File: src/rtl/psum_buffer_ctrl_pkg.sv
// Shared definitions for the psum buffer responder: stall response codes and FSM state encoding.
// The main controller imports the same package so both sides agree on the handshake codes.
package psum_buffer_ctrl_pkg;

    localparam logic [1:0] STALL_BUSY   = 2'b00;
    localparam logic [1:0] STALL_ACCEPT = 2'b10;
    localparam logic [1:0] STALL_ERROR  = 2'b11;

    typedef enum logic [1:0] {
        ST_IDLE       = 2'd0,
        ST_WRITE      = 2'd1,
        ST_DRAIN      = 2'd2,
        ST_DRAIN_LAST = 2'd3
    } state_t;

endpackage

File: src/rtl/psum_buffer_ctrl_mem.sv
// DEPTH x PSUM_WIDTH psum storage: one write port and two registered, enable-gated read ports
// (controller read port and drain port); read registers hold their value while not enabled.
module psum_mem #(
    parameter int unsigned PSUM_WIDTH = 16,
    parameter int unsigned DEPTH      = 8,
    parameter int unsigned ADDR_WIDTH = $clog2(DEPTH)
) (
    input  logic                  clk,
    input  logic                  reset,
    input  logic                  we,
    input  logic [ADDR_WIDTH-1:0] waddr,
    input  logic [PSUM_WIDTH-1:0] wdata,
    input  logic                  re_a,
    input  logic [ADDR_WIDTH-1:0] raddr_a,
    output logic [PSUM_WIDTH-1:0] rdata_a,
    input  logic                  re_b,
    input  logic [ADDR_WIDTH-1:0] raddr_b,
    output logic [PSUM_WIDTH-1:0] rdata_b
);

    logic [PSUM_WIDTH-1:0] mem [DEPTH];

    always_ff @(posedge clk) begin
        if (we) begin
            mem[waddr] <= wdata;
        end
    end

    always_ff @(posedge clk) begin
        if (!reset) begin
            rdata_a <= '0;
            rdata_b <= '0;
        end else begin
            if (re_a) begin
                rdata_a <= mem[raddr_a];
            end
            if (re_b) begin
                rdata_b <= mem[raddr_b];
            end
        end
    end

endmodule

File: src/rtl/psum_buffer_ctrl.sv
// Responder side of the psum write/read handshake: answers writes with a stall code, serves
// registered reads, owns the read/write pointers and streams valid entries out on drain.
module psum_buffer_ctrl
    import psum_buffer_ctrl_pkg::*;
#(
    parameter int unsigned PSUM_WIDTH = 16,
    parameter int unsigned DEPTH      = 8,
    parameter int unsigned ADDR_WIDTH = $clog2(DEPTH)
) (
    input  logic                  clk,
    input  logic                  reset,
    input  logic                  write_req,
    input  logic [PSUM_WIDTH-1:0] wdata,
    input  logic                  psum_mode,
    output logic [1:0]            stall,
    input  logic                  psum_buffer_ren,
    output logic                  can_read_psum,
    output logic                  psum_buffer_valid,
    output logic [PSUM_WIDTH-1:0] psum_rdata,
    input  logic                  next_psum_raddr,
    input  logic                  next_psum_waddr,
    input  logic                  drain_start,
    output logic                  out_valid,
    input  logic                  out_ready,
    output logic [PSUM_WIDTH-1:0] out_data,
    output logic                  drain_done
);

    localparam logic [ADDR_WIDTH-1:0] LAST_IDX = ADDR_WIDTH'(DEPTH - 1);

    state_t                state, state_next;
    logic [ADDR_WIDTH-1:0] raddr, waddr, idx;
    logic [DEPTH-1:0]      valid_bits;
    logic                  pending_wr, mode_q;
    logic [PSUM_WIDTH-1:0] wdata_q;
    logic                  wr_error, mem_we, rd_accept, ptr_enable;
    logic                  drain_load, beat_done, scan_step;

    assign can_read_psum = (state == ST_IDLE) & valid_bits[raddr] & ~write_req;

    always_ff @(posedge clk) begin
        if (!reset) begin
            state <= ST_IDLE;
        end else begin
            state <= state_next;
        end
    end

    always_comb begin
        state_next = state;
        wr_error   = 1'b0;
        mem_we     = 1'b0;
        rd_accept  = 1'b0;
        ptr_enable = 1'b0;
        drain_load = 1'b0;
        beat_done  = 1'b0;
        scan_step  = 1'b0;
        unique case (state)
            ST_IDLE: begin
                ptr_enable = 1'b1;
                rd_accept  = psum_buffer_ren & can_read_psum;
                if (pending_wr || write_req) begin
                    state_next = ST_WRITE;
                end else if (drain_start) begin
                    state_next = ST_DRAIN;
                end
            end
            ST_WRITE: begin
                ptr_enable = 1'b1;
                wr_error   = ~mode_q & valid_bits[waddr];
                mem_we     = ~wr_error;
                state_next = ST_IDLE;
            end
            ST_DRAIN: begin
                // Invalid entries advance the index without presenting a beat.
                drain_load = ~out_valid & valid_bits[idx];
                beat_done  = out_valid & out_ready;
                scan_step  = beat_done | (~out_valid & ~valid_bits[idx]);
                if (scan_step && idx == LAST_IDX) begin
                    state_next = ST_DRAIN_LAST;
                end
            end
            ST_DRAIN_LAST: state_next = ST_IDLE;
            default:       state_next = ST_IDLE;
        endcase
    end

    always_ff @(posedge clk) begin
        if (!reset) begin
            raddr             <= '0;
            waddr             <= '0;
            idx               <= '0;
            valid_bits        <= '0;
            pending_wr        <= 1'b0;
            mode_q            <= 1'b0;
            wdata_q           <= '0;
            stall             <= STALL_BUSY;
            psum_buffer_valid <= 1'b0;
            out_valid         <= 1'b0;
            drain_done        <= 1'b0;
        end else begin
            drain_done <= (state == ST_DRAIN) && (state_next == ST_DRAIN_LAST);

            if (state == ST_IDLE) begin
                if (pending_wr) begin
                    pending_wr <= 1'b0;
                end else if (write_req) begin
                    wdata_q <= wdata;
                    mode_q  <= psum_mode;
                    stall   <= STALL_BUSY;
                end else if (drain_start) begin
                    idx <= '0;
                end
            end

            // Writes arriving mid-drain are parked and replayed from IDLE.
            if ((state == ST_DRAIN || state == ST_DRAIN_LAST) && write_req) begin
                pending_wr <= 1'b1;
                wdata_q    <= wdata;
                mode_q     <= psum_mode;
                stall      <= STALL_BUSY;
            end

            if (state == ST_WRITE) begin
                stall <= wr_error ? STALL_ERROR : STALL_ACCEPT;
                if (!wr_error) begin
                    valid_bits[waddr] <= 1'b1;
                end
            end

            if (ptr_enable) begin
                if (next_psum_waddr) begin
                    waddr <= waddr + 1'b1;
                end
                if (next_psum_raddr) begin
                    raddr <= raddr + 1'b1;
                end
            end

            if (rd_accept) begin
                psum_buffer_valid <= 1'b1;
            end else if (ptr_enable && next_psum_raddr) begin
                psum_buffer_valid <= 1'b0;
            end

            if (drain_load) begin
                out_valid <= 1'b1;
            end else if (beat_done) begin
                out_valid <= 1'b0;
            end
            if (beat_done) begin
                valid_bits[idx] <= 1'b0;
            end
            if (scan_step && idx != LAST_IDX) begin
                idx <= idx + 1'b1;
            end

            if (state == ST_DRAIN_LAST) begin
                raddr <= '0;
                waddr <= '0;
            end
        end
    end

    psum_mem #(
        .PSUM_WIDTH(PSUM_WIDTH),
        .DEPTH     (DEPTH),
        .ADDR_WIDTH(ADDR_WIDTH)
    ) u_mem (
        .clk    (clk),
        .reset  (reset),
        .we     (mem_we),
        .waddr  (waddr),
        .wdata  (wdata_q),
        .re_a   (rd_accept),
        .raddr_a(raddr),
        .rdata_a(psum_rdata),
        .re_b   (drain_load),
        .raddr_b(idx),
        .rdata_b(out_data)
    );

endmodule

File: config.mk
export PLATFORM = sky130hd
export DESIGN_NAME = psum_buffer_ctrl
export DESIGN_NICKNAME = d
export VERILOG_FILES = /design/src/rtl/psum_buffer_ctrl_pkg.sv /design/src/rtl/psum_buffer_ctrl_mem.sv /design/src/rtl/psum_buffer_ctrl.sv
export SDC_FILE = /design/constraint.sdc
export NUM_CORES = 1
export LEC_CHECK = 0
export ABC_AREA = 1
export BUFFER_PORTS_ARGS = -buffer_cell sky130_fd_sc_hd__buf_2
export CORE_ASPECT_RATIO = 0.8
export CORE_MARGIN = 10
export CORE_UTILIZATION = 40
export CTS_BUF_LIST = sky130_fd_sc_hd__clkbuf_2
export DETAILED_ROUTE_END_ITERATION = 10
export PLACE_DENSITY_LB_ADDON = 0.12
export SYNTH_ARGS = -nofsm -noshare
export SYNTH_HDL_FRONTEND = slang
export SYNTH_HIERARCHICAL = 1
export SYNTH_SLANG_ARGS = --single-unit
File: constraint.sdc
create_clock -name clk -period 2.95 [get_ports clk]
set_clock_uncertainty 0.05 [all_clocks]
set_input_delay 0.295 -clock clk [delete_from_list [all_inputs] [get_ports clk]]
set_output_delay 0.295 -clock clk [all_outputs]
set_load 0.01 [all_outputs]
==> flow_summary.yaml <==
run_status:
  status: "completed"
drt:
  top_layer_used: "met4"
  routed_wl_um: 28200
  via_count: 8280
  drtIter0Drc: 701
  viasPerCell: 5.02
  ant_nets: 0
  met2_length_um: 10300
  wl_met3_um: 2480
  wire_per_inst_um: 17.1
  drc_errors: 0
  drt_pass1_iterations: 5
  met1_length_um: 15100
timing:
  fin_crit_ns: 2.58
  final-max-slew-violation-count: 0
  totalNegativeSetupSlack_ns: 0
  worst_pin_slew_ns: 1.07
  finalHoldViolCount: 0
  final.period_utilization_pct: 87.3
  slew_headroom_pct: 28.2
  rsz0062_at_grt: "no"
  finalSetupViolCount: 0
  max_freq_mhz: 388
setup_path:
  crit_type: "flop to output port"
  arrival_ns: 2.23
  start_kind: "flop"
  crit_family: "flip-flops"
  r2r_cells: 6
  regToRegSetupSlack_ns: 0.47
  r2r_end: "wdata_q[6]$_SDFFE_PN0P_"
  crit_slowest_cell: "dfxtp_2"
  crit_chain: "nor2_1 -> a211oi_1 -> o21ai_0 -> nand3_1 -> inv_1 -> buf_2"
  end_kind: "output port"
  max_stage_delay_ns: 0.62
  crit_fanout: 21
  required_ns: 2.61
  r2r_start: "state[1]$_SDFF_PN0_"
  cp_num_buf_inv: 2
cells_and_area:
  layout_commonest_cell: "nand2_1"
  nNetsFinal: 1320
  multi_input_area_um2: 3420
  drive_gt1_share_pct: 15.8
  ff_latch_area_um2: 5330
  most-common-layout-cells: "318 x nand2_1, 212 x nand3_1, 176 x inv_1"
  nFillCells: 2452
  area_growth_pct: 13.0
worst_hold_path:
  hold-path-cell-count: 4
  hp-class: "primary input to flop"
  hold_start: "next_psum_waddr"
  holdPathEnd: "waddr[0]$_SDFFE_PP0P_"
global_routing:
  grt_max_degree: 43
  grt_antenna_before_repair: 1
  grt-ovfl-total: 0
  grt_pass1_vias: 7841
  grt.total_usage_pct: 17.6
  grt_pass1_wl_um: 44300
synthesis:
  async_flop_share_pct: 0
  avgSynthCellArea_um2: 8.45
  synth-adder-area-share_pct: 0.504
  netlist_instances: 1175
  ys_ff_latch: 202
  syn-num-nets: 1204
  ys.flop_type: "edfxtp_1"
  synth_top_family_by_area: "simple AND/OR/NAND/NOR gates"
  netlist_area_um2: 9920
  synth.area.mux_share_pct: 0
  synth_edf_count: 128
  synth_seq_area_share_pct: 53.7
  ys_warn_count: 6
  synth_compound_area_share_pct: 8.70
  yosys.area_share.simple_pct: 25.2
  synthXorXnorAreaFrac_pct: 0
  yosysUniqueCellTypes: 35
clock_network:
  cts_resized: 0
  root_buffer: "clkbuf_2"
  clkLatencyLatePin_ns: 0.79
  clk_path_buf_depth: 3
  cts_tree: "yes"
  path_clk_slew_ns: 0.10
  numClockSinks: 202
  cts_buffers: 52
  htree_levels: 2
die:
  row_count: 51
  num_io_pins: 63
  floorplan.die.height_um: 161
  initial_utilization_pct: 40.7
  core_um2: 24400
  die_x_um: 196
  die_area_um2: 31600
placed_design:
  dp_hpwl_um: 19100
  gp_congestion: 0.818
  io_buffers: 62
pwr:
  p_leak_nw: 5.05
  p_total_mw: 5.72
  p_per_area_nw_per_um2: 511
  vdd.ir_drop.worst_v: 0.000264
run:
  max-cap-violations: 0
[repair_timing]
action	in CTS	in global routing
hold buffers	41	0
setup buffers	0	0
endpoints found under the hold margin	39	0
[report_power, final]
part | internal, mW | leakage [nW] | switching, mW
clock | 0.722 | 0.361 | 1.13
combinational | 0.233 | 2.91 | 0.439
sequential | 3.09 | 1.78 | 0.102
total | 4.05 | 5.05 | 1.67
[layout make-up]
class / instances / area share (%)
Antenna cell: 1 / 0.0223
Clock buffer: 81 / 3.62
Clock inverter: 14 / 0.480
Inverter: 183 / 6.24
Multi-Input combinational cell: 726 / 30.5
Sequential cell: 202 / 47.5
Tap cell: 318 / 3.55
Timing Repair Buffer: 126 / 8.08
[synth_stat cells, types with 2 or more instances]
library cell	count	area, µm²
clkbuf_8	2	27.5
a22oi_1	2	15.0
nor2_2	2	12.5
buf_6	19	214
ha_1	4	50.1
a211oi_1	2	15.0
a21oi_1	47	235
nand3_1	212	1060
nor2_1	25	93.8
inv_1	176	661
buf_2	9	45.0
buf_4	18	135
nor3_1	5	25.0
edfxtp_1	128	3840
clkbuf_1	12	45.0
nand2_2	2	12.5
buf_1	4	15.0
nand4_1	5	31.3
nand3_2	4	40.0
o21ai_0	61	305
dfxtp_1	74	1480
o211ai_1	2	15.0
inv_2	6	22.5
nand2_1	318	1190
a311oi_1	4	35.0
a21oi_2	23	201
[kinds of logic after synthesis]
family                   after synthesis
AO/OA/AOI/OAI                        146
AND/OR/NAND/NOR                      576
buffers and inverters                247
flip-flops                           202
adder cells (fa/ha/maj)                4
[metal layers]
metal  GRT usage, %  up-vias
li1               -     4114
met1           28.3     3804
met2           22.2      325
met3           4.18       37
met4           4.82        0
met5              0        -
[sequential cells by signal, indices dropped and copies added (netlist names)]
name,flops
drain_done,1
idx,3
mode_q,1
out_valid,1
pending_wr,1
psum_buffer_valid,1
raddr,3
stall,2
state,2
u_mem/mem,128
u_mem/rdata_a,16
u_mem/rdata_b,16
valid_bits,8
waddr,3
wdata_q,16
[how the worst max path moves through the flow]
stage	cells after the start	slack [ns]	startpoint	endpoint
detailed placement	9	0.67	waddr[0]$_SDFFE_PP0P_	u_mem/mem[3][11]$_DFFE_PP_
global placement	11	0.73	waddr[0]$_SDFFE_PP0P_	u_mem/mem[0][7]$_DFFE_PP_
global route	6	0.17	state[1]$_SDFF_PN0_	wdata_q[9]$_SDFFE_PN0P_
floorplan	10	0.57	waddr[0]$_SDFFE_PP0P_	u_mem/mem[1][0]$_DFFE_PP_
finish	6	0.37	raddr[0]$_SDFFE_PP0P_	can_read_psum
CTS	6	0.33	raddr[0]$_SDFFE_PP0P_	can_read_psum
[worst register-to-register path, stage by stage, from the launching register on]
cell and delay [ns]:
dfxtp_1 0.51, inv_1 0.16, nand2_1 0.11, nand3_2 0.50
o21ai_0 0.38, dlygate4sd3_1 0.58, a21oi_1 0.04
[stage by stage]
step	cell area [µm²]	util, %	instances	setup WS, ns	hold slack, ns
floorplan	9920	-	1175	0.571	0.371
global placement	10300	42.4	1514	0.728	0.406
detailed placement	10300	42.4	1514	0.671	0.414
CTS	11200	46.0	1650	0.333	0.326
global route	11200	46.0	1651	0.165	0.383
finish	11200	46.0	1651	0.373	0.405
Power figures use the tool's default switching activity.
